$ cat config.mk
export PLATFORM = sky130hd
export DESIGN_NAME = decode_stage_flat
export DESIGN_NICKNAME = d
export VERILOG_FILES = /design/src/rtl/decode_stage_if.sv /design/src/rtl/decode_stage.sv /design/src/flat_wrapper.sv
export SDC_FILE = /design/constraint.sdc
export NUM_CORES = 2
export LEC_CHECK = 0
export ABC_AREA = 0
export CAP_MARGIN = 20
export CORE_ASPECT_RATIO = 1.1
export CORE_UTILIZATION = 30
export DETAILED_ROUTE_END_ITERATION = 10
export SYNTH_ARGS = -nofsm -noshare
export SYNTH_HDL_FRONTEND = slang
export SYNTH_SLANG_ARGS = --single-unit
$ cat constraint.sdc
create_clock -name clk -period 2 [get_ports clk]
set_clock_uncertainty 0.15 [all_clocks]
set_input_delay 0.2 -clock clk [delete_from_list [all_inputs] [get_ports clk]]
set_output_delay 0.2 -clock clk [all_outputs]
set_load 0.01 [all_outputs]
$ cat src/rtl/decode_stage_if.sv
// Signal bundle between the decode stage and its neighbours: the IF/ID word,
// the writeback port, the branch flush, the ID/EX word and the fetch stall.
interface decode_stage_if;
  logic [63:0]  if_id;
  logic         wb_reg_write;
  logic [4:0]   wb_rd;
  logic [31:0]  wb_data;
  logic         flush;
  logic [146:0] id_ex;
  logic         stall;

  modport master (
    output if_id, wb_reg_write, wb_rd, wb_data, flush,
    input  id_ex, stall
  );

  modport slave (
    input  if_id, wb_reg_write, wb_rd, wb_data, flush,
    output id_ex, stall
  );
endinterface

$ cat src/rtl/decode_stage.sv
// MIPS instruction-decode stage: control decode, 32x32 register file with
// writeback bypass, load-use hazard detection and ID/EX pipeline register.
module decode_stage (
  input  logic          clk,
  input  logic          rst_n,
  decode_stage_if.slave bus
);

  localparam logic [5:0] OP_RTYPE = 6'h00;
  localparam logic [5:0] OP_LW    = 6'h23;
  localparam logic [5:0] OP_SW    = 6'h2B;
  localparam logic [5:0] OP_BEQ   = 6'h04;
  localparam logic [5:0] OP_ADDI  = 6'h08;

  // Field order matches id_ex[8:0]: EX in the high bits, WB in the low bits.
  typedef struct packed {
    logic [3:0] ex;  // {ALUOp[1:0], RegDst, ALUSrc}
    logic [2:0] m;   // {Branch, MemRead, MemWrite}
    logic [1:0] wb;  // {MemtoReg, RegWrite}
  } ctrl_t;

  logic [31:0]  w_instr;
  logic [31:0]  w_inc_pc;
  logic [5:0]   w_opcode;
  logic [4:0]   w_rs;
  logic [4:0]   w_rt;
  logic [4:0]   w_rd;
  logic [31:0]  w_imm_ext;
  ctrl_t        w_ctrl;
  logic [8:0]   w_ctrl_out;
  logic         w_uses_rt;
  logic [31:0]  w_rs_data;
  logic [31:0]  w_rt_data;
  logic [4:0]   w_ex_rt;
  logic         w_ex_mem_read;
  logic         w_hazard;
  logic         w_bubble;

  logic [31:0]  r_regs [32];
  logic [146:0] r_id_ex;

  assign w_instr   = bus.if_id[31:0];
  assign w_inc_pc  = bus.if_id[63:32];
  assign w_opcode  = w_instr[31:26];
  assign w_rs      = w_instr[25:21];
  assign w_rt      = w_instr[20:16];
  assign w_rd      = w_instr[15:11];
  assign w_imm_ext = {{16{w_instr[15]}}, w_instr[15:0]};

  // NOTE: every output of a combinational block gets a default first, so no
  // path through the case leaves it unassigned and no latch is inferred.
  always_comb begin
    w_ctrl = '0;
    unique case (w_opcode)
      OP_RTYPE: w_ctrl = '{ex: 4'b1010, m: 3'b000, wb: 2'b01};
      OP_LW:    w_ctrl = '{ex: 4'b0001, m: 3'b010, wb: 2'b11};
      OP_SW:    w_ctrl = '{ex: 4'b0001, m: 3'b001, wb: 2'b00};
      OP_BEQ:   w_ctrl = '{ex: 4'b0100, m: 3'b100, wb: 2'b00};
      OP_ADDI:  w_ctrl = '{ex: 4'b0001, m: 3'b000, wb: 2'b01};
      default:  w_ctrl = '0;
    endcase
  end

  assign w_uses_rt = (w_opcode == OP_RTYPE) || (w_opcode == OP_SW) ||
                     (w_opcode == OP_BEQ);

  // Writeback data is forwarded so a same-cycle write is seen by this decode.
  always_comb begin
    w_rs_data = r_regs[w_rs];
    if (w_rs == 5'd0)
      w_rs_data = '0;
    else if (bus.wb_reg_write && (bus.wb_rd == w_rs))
      w_rs_data = bus.wb_data;
  end

  always_comb begin
    w_rt_data = r_regs[w_rt];
    if (w_rt == 5'd0)
      w_rt_data = '0;
    else if (bus.wb_reg_write && (bus.wb_rd == w_rt))
      w_rt_data = bus.wb_data;
  end

  assign w_ex_rt       = r_id_ex[141:137];
  assign w_ex_mem_read = r_id_ex[3];
  assign w_hazard      = w_ex_mem_read && (w_ex_rt != 5'd0) &&
                         ((w_ex_rt == w_rs) || (w_uses_rt && (w_ex_rt == w_rt)));
  assign w_bubble      = bus.flush || w_hazard;
  assign w_ctrl_out    = w_bubble ? 9'd0 : w_ctrl;

  // NOTE: the register file is cleared by reset because the pipeline relies
  // on every register reading 0 afterwards, not just r0.
  always_ff @(posedge clk or negedge rst_n) begin
    if (!rst_n) begin
      for (int i = 0; i < 32; i++) r_regs[i] <= '0;
    end else if (bus.wb_reg_write && (bus.wb_rd != 5'd0)) begin
      r_regs[bus.wb_rd] <= bus.wb_data;
    end
  end

  // NOTE: sequential state uses non-blocking assignments so every flop
  // samples pre-edge values regardless of block ordering.
  always_ff @(posedge clk or negedge rst_n) begin
    if (!rst_n)
      r_id_ex <= '0;
    else
      r_id_ex <= {w_rd, w_rt, w_imm_ext, w_rt_data, w_rs_data, w_inc_pc, w_ctrl_out};
  end

  assign bus.id_ex = r_id_ex;
  assign bus.stall = w_hazard && !bus.flush;

endmodule

$ cat src/flat_wrapper.sv
// flat-port wrapper written by rule: the top's interface ports become plain ports
module decode_stage_flat 
  (clk, rst_n, bus_if_id, bus_wb_reg_write, bus_wb_rd, bus_wb_data, bus_flush, bus_id_ex, bus_stall);
  decode_stage_if bus_i ();
  input  logic clk;
  input  logic rst_n;
  input wire logic [$bits(bus_i.if_id)-1:0] bus_if_id;
  input wire logic [$bits(bus_i.wb_reg_write)-1:0] bus_wb_reg_write;
  input wire logic [$bits(bus_i.wb_rd)-1:0] bus_wb_rd;
  input wire logic [$bits(bus_i.wb_data)-1:0] bus_wb_data;
  input wire logic [$bits(bus_i.flush)-1:0] bus_flush;
  output wire logic [$bits(bus_i.id_ex)-1:0] bus_id_ex;
  output wire logic [$bits(bus_i.stall)-1:0] bus_stall;
  assign bus_i.if_id = bus_if_id;
  assign bus_i.wb_reg_write = bus_wb_reg_write;
  assign bus_i.wb_rd = bus_wb_rd;
  assign bus_i.wb_data = bus_wb_data;
  assign bus_i.flush = bus_flush;
  assign bus_id_ex = bus_i.id_ex;
  assign bus_stall = bus_i.stall;
  decode_stage u_core (.clk(clk), .rst_n(rst_n), .bus(bus_i));
endmodule
==> results.tsv <==
stage	metric	value	unit
min_path	Worst Hold Class	in -> async	
worst_setup_path	Worst path most repeated cell	buf_4	
logic_synthesis	Avg Inst Size Synth	15.5	um2
clock_tree	Worst-path clk slew	0.06	ns
routing	routed vias	38000	
finish	Post-Layout Cell Count	6988	
pwr	leak pwr	31.7	nW
logic_synthesis	Synth Cell Area	58600	um2
place	Inst Count DP	6671	
logic_synthesis	Ys Warns	0	
floorplanning	Chip Width	423	um
floorplanning	die area	197000	um2
logic_synthesis	Post-synth top cells	dfrtp_1 (1147), mux2_2 (1029), mux4_2 (510)	
timing	Setup-failing EPs final	6	
grt	Overflow after GRT	0	
grt	vias in the first global route	40300	
place	gpl congestion	0.810	
clock_tree	TritonCTS clock tree	built	
timing	Setup WS post-layout	-0.755	ns
timing	worst-case headroom to the max-slew limit	0.380	
finish	Filler cells	18000	
worst_setup_path	critical-path cell list	buf_4 > buf_4 > or4_4 > o21ai_2 > a21oi_2 > nor2b_1 > buf_2	
clock_tree	clk root buf	clkbuf_16	
logic_synthesis	Yosys reg bits	1147	
worst_setup_path	worst reg-to-reg path cell count	8	
logic_synthesis	Post-Synthesis Cells	3777	
logic_synthesis	count leader, synth	dfrtp_1	
finish	Core Util, Final	0.384	
timing	Slew @ Worst Pin	0.927	ns
timing	f_max	363	MHz
routing	Via density	5.44	
floorplanning	# IOs	253	
flow_run	max-cap viol count	0	
grt	initial antenna violation count	7	
logic_synthesis	top cell type's share of synthesized area	0.490	
finish	Area Growth Syn to Fin	26.8	%
worst_setup_path	WP data arrival	2.40	ns
grt	first-pass GRT wire length	282000	um
logic_synthesis	library cells used by synthesis	49	
finish	Design Area, Final	74300	um2
logic_synthesis	number of flops mapped to enable cells by yosys	0	
logic_synthesis	Syn Nets	3882	
clock_tree	H-tree depth	4	
logic_synthesis	synth top area cells	dfrtp_1 (49%), mux2_2 (20%), mux4_2 (20%)	
clock_tree	CTS Buffer Depth	3	
logic_synthesis	Async SR Flop Fraction	1.00	
worst_setup_path	critical path type	reg -> out	
routing	first-pass detailed-route iteration total	10	
grt	largest net degree at the start of global routing	99	
timing	Fin. Hold Viols	0	
worst_setup_path	kind of start point of the critical path	flip-flop	
worst_setup_path	largest delay contributor family on the critical path	simple AND/OR/NAND/NOR gates	
place	DP HPWL	129000	um
pwr	Max rail drop VDD	0.000913	V
timing	RSZ-0062 raised after global routing	yes	
place	instance area at placement	69000	um2
timing	Final min period	2.75	ns
logic_synthesis	sequential share of the synthesized area	0.490	
run_status	outcome	complete, but fails checks	
timing	fin. max-slew vios	0	
floorplanning	Initial Utilization	0.303	
logic_synthesis	area leader, netlist	dfrtp_1	
logic_synthesis	Primary FF master, synth	dfrtp_1	
timing	period utilization	1.38	
floorplanning	Rows	169	
finish	multi-input logic area	28200	um2
routing	Routed Antenna Nets	0	
clock_tree	# clock sinks	1147	
clock_tree	Worst-Skew Late Latency	0.77	ns
routing	WL/cell	27.5	um
pwr	power per cell area	940	nW/um2
routing	final WL	192000	um
finish	total area of sequential cells	28700	um2
clock_tree	TritonCTS Buffers	134	
worst_setup_path	CP max stage cell	or4_4	
routing	Starting DRT DRC Count	2818	
place	Port Buf Inserts	252	
routing	DRC errors left	36	
finish	layout cell share with drive strength beyond 1	0.551	
worst_setup_path	critical path depth	7	
worst_setup_path	critical path capture point type	output pin	
worst_setup_path	Required @ worst endpoint	1.65	ns
worst_setup_path	slowest cell delay on critical path	0.50	ns
grt	GR Util All Layers	0.194	
floorplanning	Die Span Y	466	um
worst_setup_path	WP buf/inv	3	
worst_setup_path	CP Max Fanout	3	
floorplanning	core area	193000	um2
run_status	failing checks	design-rule violations, negative setup slack	
finish	Post-layout nets	4423	
==> cell families (layout without fill, tap and decap cells) <==
group,Yosys count,after routing,share of synthesized area
mux,1634,1634,0.411
flops,1147,1147,0.490
buf+inv,461,1106,0.0358
compound gates,327,327,0.0438
simple gates,188,188,0.0161
xor+xnor,20,20,0.00299
other cells,0,1,0
==> registers in the layout, summed over array words and instances, names as in the netlist <==
signal            cells
u_core.bus.id_ex    123
u_core.r_regs      1024
==> cell usage in the layout (no fill, tap or decap), drive strengths merged, types with 4 or more instances in the layout <==
master,Yosys,routed
nand2,60,60
buf,211,561
nor2,45,45
o211ai,38,38
nor3b,5,5
nand2b,7,7
nor4,7,7
o2111a,36,36
xor2,16,16
dlygate4sd2,0,124
mux2,1055,1055
o22ai,126,126
mux2i,69,69
o21a,26,26
dlygate4sd3,0,65
bufinv,0,8
clkdlybuf4s50,0,94
nor2b,6,6
dfrtp,1147,1147
inv,1,8
mux4,510,510
clkinvlp,0,4
clkbuf,249,190
nor3,33,33
xnor2,4,4
clkinv,0,32
clkdlybuf4s15,0,20
a2111oi,27,27
nand3,6,6
o21ai,64,64
==> layer usage <==
layer  part of all wire  track usage
met5           0.000068            0
met4              0.036       0.0704
met3              0.047       0.0293
met2               0.50        0.330
met1               0.42        0.251
==> path summary, 6_finish.rpt <==
path | slack [ns] | endpoint | from
max reg2reg | -0.20 | u_core.bus.id_ex[5]$_DFF_PN0_ | u_core.bus.id_ex[140]$_DFF_PN0_
min in group clk | 0.06 | u_core.bus.id_ex[68]$_DFF_PN0_ | bus_wb_data[27]
max | -0.75 | bus_stall | u_core.bus.id_ex[140]$_DFF_PN0_
min | 0.06 | u_core.r_regs[805]$_DFFE_PN0P_ | rst_n
max in group asynchronous | 0.28 | u_core.r_regs[263]$_DFFE_PN0P_ | rst_n
min reg2reg | 0.25 | u_core.r_regs[1004]$_DFFE_PN0P_ | u_core.r_regs[1004]$_DFFE_PN0P_
==> through the flow <==
step	hold WS [ns]	setup TNS [ns]	setup slack (ns)	total power, mW
2_1_floorplan	-0.246	-0.990	-0.0551	39.6
3_3_place_gp	-0.00177	-480.02	-0.906	44.5
3_5_place_dp	0.00971	-492.58	-0.892	45.1
4_1_cts	0.000833	-1.01	-0.795	70.5
5_1_grt	0.0496	-1.83	-0.878	72.9
6_report	0.0565	-1.34	-0.755	69.9
==> worst reg2reg max path, stage by stage (launching register included) <==
cell	delay [ns]
dfrtp_1	0.40
buf_4	0.14
buf_4	0.13
or4_4	0.50
o21ai_2	0.14
a21oi_2	0.05
buf_4	0.14
buf_8	0.14
a2111oi_4	0.30
==> area by class of cell <==
type,instances,share of cell area
flip-flops and latches,1147,0.386
multi-input cells,2169,0.380
repair buffers,865,0.130
clock buffers,189,0.0524
well taps,2565,0.0432
clock inverters,51,0.00847
inverters,1,0.0000505
diodes,1,0.0000337
==> report_power, final <==
| group | leakage [nW] | total, mW | internal, mW | switching, mW |
|---|---|---|---|---|
| sequential | 14.6 | 30.4 | 27.4 | 2.96 |
| combinational | 14.9 | 14.3 | 8.94 | 5.38 |
| clock | 2.23 | 25.1 | 14.7 | 10.4 |
==> repair_timing <==
| item | CTS | global route |
|---|---|---|
| buffers inserted | 6 | 6 |
| hold buffers | 64 | 1 |
| cloned | 0 | 0 |
| pin swaps | 5 | 14 |
| endpoints found under the setup margin | 157 | 52 |
| resized for setup | 202 | 40 |
| endpoints found under the hold margin | 1210 | 1 |
(Power assumes the default switching activity.)
